==> src/rtl/alu_bus_arbiter_if.sv <==
// Operand bus between two requesters, the arbiter and the ALU.
// master = requesters/ALU side, slave = arbiter side.
interface alu_bus_arbiter_if #(
  parameter int WIDTH = 8
);
  logic             req0;
  logic [WIDTH-1:0] data0;
  logic             req1;
  logic [WIDTH-1:0] data1;
  logic             grant0;
  logic             grant1;
  logic             select;
  logic [WIDTH-1:0] out_data;
  logic             out_valid;
  logic             out_ready;
  logic [7:0]       count0;
  logic [7:0]       count1;

  modport master (
    output req0, data0, req1, data1, out_ready,
    input  grant0, grant1, select, out_data, out_valid, count0, count1
  );

  modport slave (
    input  req0, data0, req1, data1, out_ready,
    output grant0, grant1, select, out_data, out_valid, count0, count1
  );
endinterface

==> src/rtl/alu_bus_arbiter.sv <==
// Two-requester round-robin arbiter holding one operand for the ALU,
// with back-to-back transfer on accept and per-requester transfer counters.
module alu_bus_arbiter #(
  parameter int WIDTH = 8
) (
  input logic           clk,
  input logic           reset,
  alu_bus_arbiter_if.slave bus
);

  typedef enum logic [1:0] {IDLE, BUSY0, BUSY1} state_t;

  state_t           state_q, state_d;
  logic             last_q, last_d;
  logic             sel_q, sel_d;
  logic             grant0_q, grant0_d;
  logic             grant1_q, grant1_d;
  logic [WIDTH-1:0] out_data_q, out_data_d;
  logic [7:0]       count0_q, count0_d;
  logic [7:0]       count1_q, count1_d;
  logic             accept, arb, pick;

  // last_q resets to 1 so requester 0 wins the first contention.
  always_ff @(posedge clk or posedge reset) begin
    if (reset) begin
      state_q    <= IDLE;
      last_q     <= 1'b1;
      sel_q      <= 1'b0;
      grant0_q   <= 1'b0;
      grant1_q   <= 1'b0;
      out_data_q <= '0;
      count0_q   <= 8'd0;
      count1_q   <= 8'd0;
    end else begin
      state_q    <= state_d;
      last_q     <= last_d;
      sel_q      <= sel_d;
      grant0_q   <= grant0_d;
      grant1_q   <= grant1_d;
      out_data_q <= out_data_d;
      count0_q   <= count0_d;
      count1_q   <= count1_d;
    end
  end

  always_comb begin
    state_d    = state_q;
    last_d     = last_q;
    sel_d      = sel_q;
    grant0_d   = 1'b0;
    grant1_d   = 1'b0;
    out_data_d = out_data_q;
    count0_d   = count0_q;
    count1_d   = count1_q;

    accept = (state_q != IDLE) && bus.out_ready;
    arb    = (state_q == IDLE) || accept;
    // With both requesting, the one not granted last wins; otherwise the sole requester.
    pick   = (bus.req0 && bus.req1) ? ~last_q : bus.req1;

    if (accept) begin
      if (state_q == BUSY0) count0_d = count0_q + 8'd1;
      else                  count1_d = count1_q + 8'd1;
    end

    if (arb) begin
      if (bus.req0 || bus.req1) begin
        state_d    = pick ? BUSY1 : BUSY0;
        out_data_d = pick ? bus.data1 : bus.data0;
        sel_d      = pick;
        last_d     = pick;
        grant0_d   = ~pick;
        grant1_d   = pick;
      end else begin
        state_d = IDLE;
      end
    end
  end

  assign bus.out_valid = (state_q != IDLE);
  assign bus.select    = sel_q;
  assign bus.out_data  = out_data_q;
  assign bus.grant0    = grant0_q;
  assign bus.grant1    = grant1_q;
  assign bus.count0    = count0_q;
  assign bus.count1    = count1_q;

endmodule

==> src/flat_wrapper.sv <==
// flat-port wrapper written by rule: the top's interface ports become plain ports
module alu_bus_arbiter_flat 
#(
  parameter int WIDTH = 8
)
  (clk, reset, bus_req0, bus_data0, bus_req1, bus_data1, bus_out_ready, bus_grant0, bus_grant1, bus_select, bus_out_data, bus_out_valid, bus_count0, bus_count1);
  alu_bus_arbiter_if #(.WIDTH(WIDTH)) bus_i ();
  input logic clk;
  input logic reset;
  input wire logic [$bits(bus_i.req0)-1:0] bus_req0;
  input wire logic [$bits(bus_i.data0)-1:0] bus_data0;
  input wire logic [$bits(bus_i.req1)-1:0] bus_req1;
  input wire logic [$bits(bus_i.data1)-1:0] bus_data1;
  input wire logic [$bits(bus_i.out_ready)-1:0] bus_out_ready;
  output wire logic [$bits(bus_i.grant0)-1:0] bus_grant0;
  output wire logic [$bits(bus_i.grant1)-1:0] bus_grant1;
  output wire logic [$bits(bus_i.select)-1:0] bus_select;
  output wire logic [$bits(bus_i.out_data)-1:0] bus_out_data;
  output wire logic [$bits(bus_i.out_valid)-1:0] bus_out_valid;
  output wire logic [$bits(bus_i.count0)-1:0] bus_count0;
  output wire logic [$bits(bus_i.count1)-1:0] bus_count1;
  assign bus_i.req0 = bus_req0;
  assign bus_i.data0 = bus_data0;
  assign bus_i.req1 = bus_req1;
  assign bus_i.data1 = bus_data1;
  assign bus_i.out_ready = bus_out_ready;
  assign bus_grant0 = bus_i.grant0;
  assign bus_grant1 = bus_i.grant1;
  assign bus_select = bus_i.select;
  assign bus_out_data = bus_i.out_data;
  assign bus_out_valid = bus_i.out_valid;
  assign bus_count0 = bus_i.count0;
  assign bus_count1 = bus_i.count1;
  alu_bus_arbiter #(.WIDTH(WIDTH)) u_core (.clk(clk), .reset(reset), .bus(bus_i));
endmodule
==> config.mk <==
export PLATFORM = sky130hd
export DESIGN_NAME = alu_bus_arbiter_flat
export DESIGN_NICKNAME = d
export VERILOG_FILES = /design/src/rtl/alu_bus_arbiter_if.sv /design/src/rtl/alu_bus_arbiter.sv /design/src/flat_wrapper.sv
export SDC_FILE = /design/constraint.sdc
export NUM_CORES = 1
export LEC_CHECK = 0
export CAP_MARGIN = 10
export CORE_ASPECT_RATIO = 1.2
export CORE_MARGIN = 5
export CORE_UTILIZATION = 25
export CTS_CLUSTER_DIAMETER = 200
export DETAILED_ROUTE_END_ITERATION = 10
export MAX_ROUTING_LAYER = met4
export REMOVE_ABC_BUFFERS = 1
export SLEW_MARGIN = 20
export SYNTH_ARGS = -nofsm -noshare
export SYNTH_HDL_FRONTEND = slang
export SYNTH_SLANG_ARGS = --single-unit
==> constraint.sdc <==
create_clock -name clk -period 3.72 [get_ports clk]
set_input_delay 0.744 -clock clk [delete_from_list [all_inputs] [get_ports clk]]
set_output_delay 0.744 -clock clk [all_outputs]
set_load 0.02 [all_outputs]
[Word-level counts from Yosys, hierarchy flattened]
Index checks and enable logic that the tools add are counted.
Word-level totals
  latch bits: 0
  memory bits (writable): 0
  bits in read-only memories: 0
  output and inout bits: 28
  register bits: 30
  word-level logic and storage cells: 31
  memories kept: 0
Operators by class
  muxes and demuxes: 8
  shift operators: 0
  bitwise operators: 3
  magnitude comparators: 0
  reduce and logical (&&, ||, !) cells: 9
  multiply operators: 0
  div/mod/pow operators: 0
  $add $sub $neg: 2
  equal/unequal tests: 1
Operators with widths (number)
  $add A8 B1 Y8 const B: 2
  $mux W8: 1
  $reduce_and A2 Y1: 3
  $mux W1: 5
  $mux W2: 2
  $not A1 Y1: 3
  $eq A2 B1 Y1 const B: 1
  $logic_and A1 B1 Y1: 2
  $logic_not A2 Y1: 1
  $logic_or A1 B1 Y1: 2
  $reduce_bool A2 Y1: 1

[Longest topological paths before layout]
Gate-level depths: netlist of the first run.
  word-level depth: 5
  depth in mapped cells: 4

[Worst setup path before layout of the first run]
No wires, ideal clock.
  path kind: input port to flip-flop
  from: in bus_req1
  to: reg u_core.out_data_q[0] (netlist: u_core.bus.out_data[0])
  path buffers: 1
  arrival time: 1413 ps
  required time: 3593 ps
  slack: 2180 ps
  stages on the path: 4
  setup time: 127 ps
  cells stage by stage: a21bo_2 > buf_4 > o32ai_2 > o2bb2a_1
Between the ends
  word-level cells in the longest chain between the ends: 3
  elaborated cells on any way between the ends: 5
RTL lines
  start: declaration: RTL line flat_wrapper.sv:12  | input wire logic [$bits(bus_i.req1)-1:0] bus_req1;
  $logic_and A1 B1 Y1: RTL line alu_bus_arbiter.sv:59  | pick = (bus.req0 && bus.req1) ? ~last_q : bus.req1;
  $mux W1: RTL line alu_bus_arbiter.sv:59
  $mux W8: RTL line alu_bus_arbiter.sv:69  | out_data_d = pick ? bus.data1 : bus.data0;
  end signal: assignment: RTL line alu_bus_arbiter.sv:40  | out_data_q <= out_data_d;
  end: declaration: RTL line alu_bus_arbiter.sv:18  | logic [WIDTH-1:0] out_data_q, out_data_d;
Parallel ways exist; a longest one is shown, timed or not.
A chain may end at the register's enable or synchronous reset.

[Final worst setup path of the first run]
  from: reg u_core.state_q[1]
  to: out bus_out_valid
Between the ends
  word-level cells in the longest chain between the ends: 1
RTL lines
  start: declaration: RTL line alu_bus_arbiter.sv:13  | state_t state_q, state_d;
  start signal: assignment: RTL line alu_bus_arbiter.sv:35  | state_q <= state_d;
  $reduce_bool A2 Y1: RTL line alu_bus_arbiter.sv:80  | assign bus.out_valid = (state_q != IDLE);
  end: declaration: RTL line flat_wrapper.sv:19  | output wire logic [$bits(bus_i.out_valid)-1:0] bus_out_valid;
Every way passes these cells.

==> key figures, run 1 <==
GRT
  • Initial antenna violation count: 0
  • Pin count of the biggest net entering global routing: 31
  • First-pass GRT wire length: 5420 µm
  • Vias in the first global route: 1153
  • GR Util All Layers: 0.0967
  • Grt ovf: 0

Pwr
  • Pwr Density: 661 nW/µm²
  • Pwr Total: 1.30 mW
  • Comb pwr share: 0.387
  • Switching fraction of total power: 0.356
  • Switching pwr: 0.462 mW
  • LEAKAGE: 0.802 nW
  • Maximum vdd drop: 264 µV
  • Clock power frac: 0.207
  • Int Pwr: 0.835 mW
  • Sequential share of power: 0.407

Worst setup path
  • Reg2reg setup slack: 2160 ps
  • R2r startpoint: u_core.state_q[1]$_DFFE_PP0P_
  • Crit Path Max Fanout: 8
  • CP Data Required Time: 2980 ps
  • Crit end category: output pin
  • Slowest cell on crit path: clkdlybuf4s50_1
  • Reg2reg end: u_core.bus.out_data[1]$_DFFE_PP0P_
  • Crit-path leading delay family: buffers and inverters
  • Data arrival time of the worst path: 1600 ps
  • Cell Chain, Critical Path: or2_2 > clkdlybuf4s50_1
  • Worst setup SP type: flop
  • Worst R2R Path Depth: 3
  • CP peak stage delay: 550 ps
  • Crit Path Category: reg -> out
  • Crit path launch: u_core.state_q[1]$_DFFE_PP0P_
  • CP Buf/Inv Count: 1

Floorplan
  • Core Rows: 29
  • Full die area: 6950 µm²
  • Die Wd: 76.9 µm
  • Core area: 5260 µm²
  • Initial Util: 0.255
  • Die Height: 90.3 µm
  • Boundary Pins: 49

Worst hold path
  • Worst Hold Path Cells: 1
  • Worst Hold Launch: u_core.bus.count1[7]$_DFFE_PP0P_
  • Hold Path End: u_core.bus.count1[7]$_DFFE_PP0P_
  • HP Class: reg -> reg

Clock network
  • Clock sink total: 30
  • CTS max path bufs: 2
  • Reg clk slew, reported paths: 60 ps
  • Root Driver: clkbuf_8
  • Hold Buf Count CTS: 0
  • CTS resizes: 0
  • Worst-Skew Late Latency: 280 ps
  • CTS buffer count: 5
  • Htree depth: 2
  • Postcts setup bufs: 0
  • CTS tree: built

Placement
  • I/O Buffers: 48
  • Routability congestion estimate: 0.836
  • # placed instances: 214
  • DPL Wire Length: 2310 µm
  • Setup WS pre-CTS: 1350 ps

Yosys
  • Synth Instances: 108
  • Synthesized cell area: 1340 µm²
  • Seq/Total Area, Yosys: 0.560
  • Synth area leader: dfrtp_1
  • Synth area leaders: dfrtp_1, xnor2_1, a2bb2oi_1
  • Unique masters post-synth: 33
  • Yosys warns: 0
  • Top-area cell type share of the netlist area: 0.540
  • Flops & latches, synth: 30
  • Syn avg cell area: 12.4 µm²

STA
  • RSZ-0062 raised after global routing: false
  • Period minus WS final: 2340 ps
  • Fmax achieved: 0.427 GHz
  • Worst Tran Pin Value: 619 ps
  • Relative slew slack: 0.587
  • Final-report max-slew violation count: 0
  • Fin Setup TNS: 0 ps
  • Worst Skew: 5.40 ps
  • Final hold violation count: 0
  • Final setup viols: 0
  • Crit share post-route: 0.629
  • Final worst slack: 1380 ps

Drt
  • Wl on met1: 1420 µm
  • Post-DRT Antenna Nets: 0
  • Vias per Instance: 4.75
  • Drc violations: 0
  • Met3 WL post-DR: 175 µm
  • DR WL/cell: 14.0 µm
  • Routed wire length: 3110 µm
  • Via count: 1055
  • Top Metal Used: met4
  • TritonRoute pass-1 iters: 4
  • Iter 0 DRT Violations: 57
  • Routed wl met2: 1480 µm

Run status
  • Outcome: finished, final reports clean

Finish
  • Antenna Cells: 0
  • Fill count: 501
  • Share of cells above drive strength 1: 0.100
  • Nets@finish: 182
  • Area Overhead vs Synth: 46.0%
  • Layout Cells excl Fill: 222

Flow run
  • Max Cap Viol: 0
-- worst max path at each step --
stage,end,depth (start not counted)
after global placement,u_core.bus.out_data[0]$_DFFE_PP0P_,4
after CTS,bus_out_valid,2
after detailed placement,u_core.bus.out_data[0]$_DFFE_PP0P_,4
final,bus_out_valid,2
after global routing,bus_out_valid,2
after floorplan,u_core.bus.out_data[0]$_DFFE_PP0P_,3
-- synthesized netlist by cell type, drive strengths merged --
library cell,number
a21bo,1
a21oi,2
a2bb2oi,7
a31oi,1
and2b,1
and3,2
and3b,1
and4,2
buf,4
dfrtp,29
dfstp,1
ha,2
inv,2
mux2,2
nand2,4
nand3,5
nand4,5
nor2,3
nor2b,3
nor3,2
nor3b,1
o21a,1
o21bai,2
o2bb2a,1
o32ai,8
or2,2
xnor2,10
xor2,4
-- worst reg2reg max path: cells and delay by family, from the launching register on --
family	cells	cell delay (ps)
DFF	1	450
AOI/OAI and AO/OA	3	1040
-- registers in the layout (all words and copies together) (netlist names) --
signal / count
u_core.state_q: 2
u_core.bus.count0: 8
u_core.bus.select: 1
u_core.bus.grant1: 1
u_core.bus.count1: 8
u_core.bus.out_data: 8
u_core.last_q: 1
u_core.bus.grant0: 1
-- per-layer routing --
metal	GRT usage	up-vias
li1	-	503
met3	0.0319	4
met2	0.147	40
met5	-	-
met4	0.0350	0
met1	0.120	508
-- cell usage in the layout (no fill, tap or decap) --
cell / instances
a21bo_2: 1
a21oi_1: 2
a2bb2oi_1: 7
a31oi_1: 1
and2b_1: 1
and3_1: 2
and3b_1: 1
and4_1: 2
clkbuf_1: 1
clkbuf_8: 6
clkdlybuf4s50_1: 48
clkinv_2: 1
dfrtp_1: 29
dfstp_2: 1
ha_1: 2
inv_1: 1
inv_2: 1
mux2_2: 1
mux2_4: 1
nand2_1: 4
nand3_1: 5
nand4_1: 5
nor2_1: 3
nor2b_1: 3
nor3_1: 2
nor3b_1: 1
o21a_1: 1
o21bai_1: 1
o21bai_2: 1
o2bb2a_1: 1
o32ai_1: 7
o32ai_2: 1
or2_2: 2
xnor2_1: 10
xor2_1: 4
-- metrics by stage --
step / hold slack [ps] / utilization / cell area [µm²]
3_3_place_gp: 458 / 0.356 / 1870
3_5_place_dp: 463 / 0.356 / 1870
6_report: 469 / 0.373 / 1960
5_1_grt: 487 / 0.373 / 1960
2_1_floorplan: 509 / - / 1310
4_1_cts: 474 / 0.373 / 1960
-- power groups by stage --
stage	registers [mW]	clock network (mW)	logic (mW)
floorplan	0.613	0	0.166
global placement	0.526	0	0.495
detailed placement	0.530	0	0.505
CTS	0.527	0.280	0.509
global route	0.544	0.291	0.535
finish	0.527	0.268	0.501
-- kinds of logic (layout without fill, tap and decap cells) --
| family | after synthesis | in the layout | share of synthesized area |
|---|---|---|---|
| buf+inv | 6 | 58 | 0.0289 |
| fa+ha+maj | 2 | 2 | 0.0186 |
| simple gates | 31 | 31 | 0.132 |
| mux | 2 | 2 | 0.0195 |
| xor+xnor | 14 | 14 | 0.0912 |
| flops | 30 | 30 | 0.560 |
| compound gates | 23 | 23 | 0.150 |
-- cell type report --
cell class              count  area [µm²]  share of cell area
flip-flops and latches     30         752               0.383
inverters                   2        7.51             0.00383
clock inverters             1        5.00             0.00255
well taps                  62        77.6              0.0395
clock buffers               7        86.3              0.0440
multi-input cells          72         553               0.282
repair buffers             48         480               0.245
Power figures use the tool's default switching activity.
==> run 2: changes to the inputs <==
Clock period 3.72 ns to 2 ns, I/O delays scaled along.
==> run 2 against run 1 <==
Critical endpoint is now bus_count0[1]. Die area did not move. Highest routed layer unchanged. Final area rose by 1.1%. Clock skew is 1.2 ps lower. Cell count up 1.4%.
==> key figures, run 2 (same netlist as run 1, synthesis figures left out) <==
GRT
  • Pin count of the biggest net entering global routing: 31 (unchanged)
  • Grt ovf: 0 (unchanged)
  • First-pass GRT wire length: 5710 µm (+5.4%)
  • Initial antenna violation count: 0 (unchanged)
  • Vias in the first global route: 1188 (+3.0%)
  • GR Util All Layers: 0.105 (+0.00801)

Clock network
  • Hold Buf Count CTS: 0 (unchanged)
  • CTS buffer count: 5 (unchanged)
  • Worst-Skew Late Latency: 280 ps (about the same)
  • CTS max path bufs: 2 (unchanged)
  • Reg clk slew, reported paths: 60 ps (about the same)
  • Root Driver: clkbuf_8
  • Clock sink total: 30 (unchanged)
  • Htree depth: 2 (unchanged)
  • CTS tree: built
  • Postcts setup bufs: 0 (unchanged)

Placement
  • Setup WS pre-CTS: 223 ps (-1130 ps)
  • I/O Buffers: 48 (unchanged)
  • Routability congestion estimate: 0.829 (-0.84%)
  • DPL Wire Length: 2480 µm (+7.2%)

Drt
  • Post-DRT Antenna Nets: 0 (unchanged)
  • DR WL/cell: 14.4 µm (+2.9%)
  • Vias per Instance: 4.90 (+3.2%)
  • Iter 0 DRT Violations: 50 (-12%)
  • TritonRoute pass-1 iters: 4 (unchanged)
  • Drc violations: 0 (unchanged)
  • Via count: 1103 (+4.5%)
  • Routed wire length: 3250 µm (+4.3%)

Run status
  • Outcome: finished, final reports clean

Worst setup path
  • Worst R2R Path Depth: 3 (unchanged)
  • R2r startpoint: u_core.last_q$_DFFE_PP1P_
  • Crit Path Category: reg -> out
  • Slowest cell on crit path: clkdlybuf4s50_1
  • CP peak stage delay: 640 ps (+90 ps)
  • Crit end category: output pin
  • Reg2reg setup slack: 540 ps (-1620 ps)
  • Data arrival time of the worst path: 1370 ps (-230 ps)
  • Cell Chain, Critical Path: clkdlybuf4s50_1
  • Reg2reg end: u_core.bus.out_data[7]$_DFFE_PP0P_
  • Worst setup SP type: flop
  • Crit Path Max Fanout: 6 (-2)
  • CP Buf/Inv Count: 1 (unchanged)
  • Crit-path leading delay family: buffers and inverters
  • CP Data Required Time: 1600 ps (-1380 ps)

Pwr
  • LEAKAGE: 0.817 nW (+1.9%)
  • Maximum vdd drop: 545 µV (+110%)
  • Pwr Density: 1210 nW/µm² (+84%)

Floorplan
  • Core area: 5260 µm² (unchanged)
  • Initial Util: 0.255 (unchanged)
  • Full die area: 6950 µm² (unchanged)
  • Boundary Pins: 49 (unchanged)
  • Die Height: 90.3 µm (unchanged)
  • Core Rows: 29 (unchanged)
  • Die Wd: 76.9 µm (unchanged)

STA
  • RSZ-0062 raised after global routing: false
  • Crit share post-route: 0.886
  • Final setup viols: 0 (unchanged)
  • Final hold violation count: 0 (unchanged)
  • Fmax achieved: 0.565 GHz
  • Fin Setup TNS: 0 ps (unchanged)
  • Period minus WS final: 1770 ps
  • Worst Tran Pin Value: 377 ps (-241 ps)
  • Final-report max-slew violation count: 0 (unchanged)
  • Final worst slack: 229 ps (-1150 ps)
  • Relative slew slack: 0.748 (+0.161)
  • Worst Skew: 4.25 ps (-1.16 ps)

Worst hold path
  • Hold Path End: u_core.bus.count1[7]$_DFFE_PP0P_
  • Worst Hold Launch: u_core.bus.count1[7]$_DFFE_PP0P_
  • HP Class: reg -> reg
  • Worst Hold Path Cells: 1 (unchanged)

Finish
  • Most frequent cells in the layout: clkdlybuf4s50_1, dfrtp_1, xnor2_1, o32ai_1, a2bb2oi_1
  • Share of cells above drive strength 1: 0.110 (+0.0104)
  • Fill count: 503 (+0.40%)
  • Area Overhead vs Synth: 47.6%
  • Nets@finish: 185 (+1.6%)
  • Most common cell after layout, fill and taps aside: clkdlybuf4s50_1
  • Antenna Cells: 0 (unchanged)

Flow run
  • Max Cap Viol: 0 (unchanged)
-- run 2: power breakdown --
group | switching [mW] | internal (mW)
combinational | 0.442 | 0.493
clock | 0.221 | 0.277
sequential | 0.193 | 0.784
-- run 2: area by class of cell --
cell class | count | area [µm²] | area share
clock inverter | 1 | 5.00 | 0.00252
multi-input combinational | 72 | 553 | 0.279
sequential | 30 | 752 | 0.379
clock buffer | 7 | 86.3 | 0.0435
tap | 62 | 77.6 | 0.0391
timing repair buffer | 51 | 502 | 0.253
inverter | 2 | 7.51 | 0.00379
-- run 2: how the worst max path moves through the flow --
stage	from	cells after the start	to	slack, ps
after floorplan	u_core.last_q$_DFFE_PP1P_	3	u_core.bus.out_data[0]$_DFFE_PP0P_	680
after global placement	bus_out_ready	5	u_core.bus.select$_DFFE_PP0P_	240
after detailed placement	bus_req1	4	u_core.bus.out_data[7]$_DFFE_PP0P_	220
after CTS	u_core.state_q[1]$_DFFE_PP0P_	2	bus_out_valid	210
after global routing	u_core.bus.count0[1]$_DFFE_PP0P_	1	bus_count0[1]	140
final	u_core.bus.count0[1]$_DFFE_PP0P_	1	bus_count0[1]	230
-- run 2: stage by stage --
step / utilization / instances / area, µm² / power [mW] / hold slack (ps)
6_report: 0.377 / 225 / 1980 / 2.41 / 469
3_5_place_dp: 0.360 / 217 / 1890 / 1.93 / 467
5_1_grt: 0.377 / 225 / 1980 / 2.57 / 489
3_3_place_gp: 0.360 / 217 / 1890 / 1.91 / 459
2_1_floorplan: - / 104 / 1310 / 1.45 / 470
4_1_cts: 0.377 / 225 / 1980 / 2.44 / 477
-- run 2: per-layer routing --
metal  GRT usage  vias to the layer above  part of all wire
met4      0.0598                        0             0.031
met3      0.0359                        9             0.068
met5           -                        -                 0
met2       0.164                       53              0.49
met1       0.115                      531              0.41
li1            -                      510                 -
-- run 2: timing repair --
action | CTS | global route
hold endpoints to repair | 0 | 0
setup endpoints to repair | 1 | 0
gates resized for setup | 1 | 0
==> run 3: changes to the inputs <==
Settings changed: CORE_ASPECT_RATIO 1.2 to default.
==> run 3 against run 2 <==
Clock power down 1%. Utilization rose by 0.84 points. First-iteration DRC count down 28%. Flip-flop and latch count stayed put. Non-clock buffer count unchanged. Via count down 3.9%. Maximum frequency is 0.56% higher. Sequential power about the same. Routed wire length fell by 1.8%. Critical path depth rose by 1. Clock skew about the same. Die area hardly changed. Critical path type unchanged.
==> key figures, run 3 (same netlist as run 1, synthesis figures left out) <==
Run status
  • Outcome: finished, final reports clean

Floorplan
  • Core area: 5170 µm² (-1.7%)
  • Die Wd: 83.3 µm (+8.3%)
  • Core Rows: 26 (-10%)
  • Full die area: 6940 µm² (about the same)
  • Die Height: 83.3 µm (-7.7%)
  • Boundary Pins: 49 (unchanged)
  • Initial Util: 0.260 (+0.00439)

Clock network
  • Worst-Skew Late Latency: 270 ps (about the same)
  • CTS max path bufs: 2 (unchanged)
  • Postcts setup bufs: 0 (unchanged)
  • Root Driver: clkbuf_8
  • Htree depth: 2 (unchanged)
  • CTS tree: built
  • Hold Buf Count CTS: 0 (unchanged)
  • Reg clk slew, reported paths: 60 ps (about the same)
  • CTS buffer count: 5 (unchanged)
  • Clock sink total: 30 (unchanged)
  • CTS resizes: 1 (unchanged)

Drt
  • Post-DRT Antenna Nets: 0 (unchanged)
  • DR WL/cell: 13.7 µm (-5.2%)
  • TritonRoute pass-1 iters: 4 (unchanged)
  • Vias per Instance: 4.55 (-7.2%)
  • Iter 0 DRT Violations: 36 (-28%)
  • Via count: 1060 (-3.9%)
  • Drc violations: 0 (unchanged)
  • Routed wire length: 3190 µm (-1.8%)

Flow run
  • Max Cap Viol: 0 (unchanged)

Worst setup path
  • Worst setup SP type: flop
  • Crit path launch: u_core.state_q[1]$_DFFE_PP0P_
  • Worst R2R Path Depth: 3 (unchanged)
  • Data arrival time of the worst path: 1360 ps (about the same)
  • Crit Path Max Fanout: 8 (+2)
  • Reg2reg setup slack: 560 ps (+20 ps)
  • Crit Path Category: reg -> out
  • Reg2reg end: u_core.bus.out_data[0]$_DFFE_PP0P_
  • Crit end category: output pin
  • R2r startpoint: u_core.last_q$_DFFE_PP1P_
  • CP Data Required Time: 1600 ps (about the same)
  • CP Capture Point: bus_out_valid

STA
  • Worst Skew: 4.05 ps (-0.195 ps)
  • RSZ-0062 raised after global routing: false
  • Fmax achieved: 0.568 GHz (+0.56%)
  • Crit share post-route: 0.881 (-0.00496)
  • Final-report max-slew violation count: 0 (unchanged)
  • Final setup viols: 0 (unchanged)
  • Hold WS: 465 ps (-4.09 ps)
  • Period minus WS final: 1760 ps (-9.93 ps)
  • Final hold violation count: 0 (unchanged)
  • Final worst slack: 239 ps (+9.93 ps)
  • Fin Setup TNS: 0 ps (unchanged)
  • Worst Tran Pin Value: 388 ps (+10.9 ps)
  • Relative slew slack: 0.741 (-0.00726)

Placement
  • Routability congestion estimate: 0.817 (-1.4%)
  • Placed Instance Area: 1900 µm² (+0.53%)
  • Setup WS pre-CTS: 159 ps (-63.5 ps)
  • # placed instances: 225 (+3.7%)
  • I/O Buffers: 48 (unchanged)
  • DPL Wire Length: 2400 µm (-3.2%)

Worst hold path
  • Worst Hold Launch: u_core.bus.count1[7]$_DFFE_PP0P_
  • HP Class: reg -> reg

Pwr
  • LEAKAGE: 0.817 nW (unchanged)
  • Maximum vdd drop: 441 µV (-19%)
  • Pwr Total: 2.40 mW (-0.38%)
  • Pwr Density: 1200 nW/µm² (-0.88%)

Finish
  • Utilization after layout: 0.385 (+0.00841)
  • Nets@finish: 185 (unchanged)
  • Layout Cells excl Fill: 233 (+3.6%)
  • Most frequent cells in the layout: clkdlybuf4s50_1, dfrtp_1, xnor2_1, o32ai_1, a2bb2oi_1
  • Fin area: 1990 µm² (+0.50%)
  • Most common cell after layout, fill and taps aside: clkdlybuf4s50_1
  • Fill count: 498 (-0.99%)
  • Antenna Cells: 0 (unchanged)
  • Area Overhead vs Synth: 48.3%
  • Share of cells above drive strength 1: 0.110 (unchanged)

GRT
  • Initial antenna violation count: 0 (unchanged)
  • First-pass GRT wire length: 5340 µm (-6.4%)
  • Pin count of the biggest net entering global routing: 31 (unchanged)
  • Grt ovf: 0 (unchanged)
  • GR Util All Layers: 0.0966 (-0.00814)
  • Vias in the first global route: 1133 (-4.6%)
[run 3: final cells by class]
cell class / count / area [µm²] / share of cell area
Multi-Input combinational cell: 72 / 553 / 0.277
Inverter: 2 / 7.51 / 0.00377
Sequential cell: 30 / 752 / 0.377
Clock inverter: 1 / 5.00 / 0.00251
Clock buffer: 7 / 86.3 / 0.0433
Timing Repair Buffer: 51 / 502 / 0.252
Tap cell: 70 / 87.6 / 0.0439
[run 3: worst min-delay path by stage]
stage	endpoint	slack (ps)	cells after the start
final	u_core.bus.count1[7]$_DFFE_PP0P_	460	1
after global routing	u_core.bus.count1[7]$_DFFE_PP0P_	500	1
after CTS	u_core.bus.count1[7]$_DFFE_PP0P_	470	1
after detailed placement	u_core.bus.count1[7]$_DFFE_PP0P_	460	1
after global placement	u_core.bus.count1[7]$_DFFE_PP0P_	460	1
after floorplan	u_core.last_q$_DFFE_PP1P_	470	1
[run 3: report_power, final]
group / internal (mW) / switching, mW
logic: 0.494 / 0.437
registers: 0.784 / 0.195
clock network: 0.277 / 0.214
[run 3: critical path, cell delays in order (launching register included)]
cell           delay [ps]
dfrtp_1               450
or2_2                 300
dlygate4sd2_1         340
[run 3: routing by layer]
metal	GRT usage	wire [µm]	vias to the layer above
met5	-	0	-
met4	0.0342	30	0
met3	0.0386	222	3
met2	0.156	1560	35
met1	0.108	1370	518
li1	-	-	504
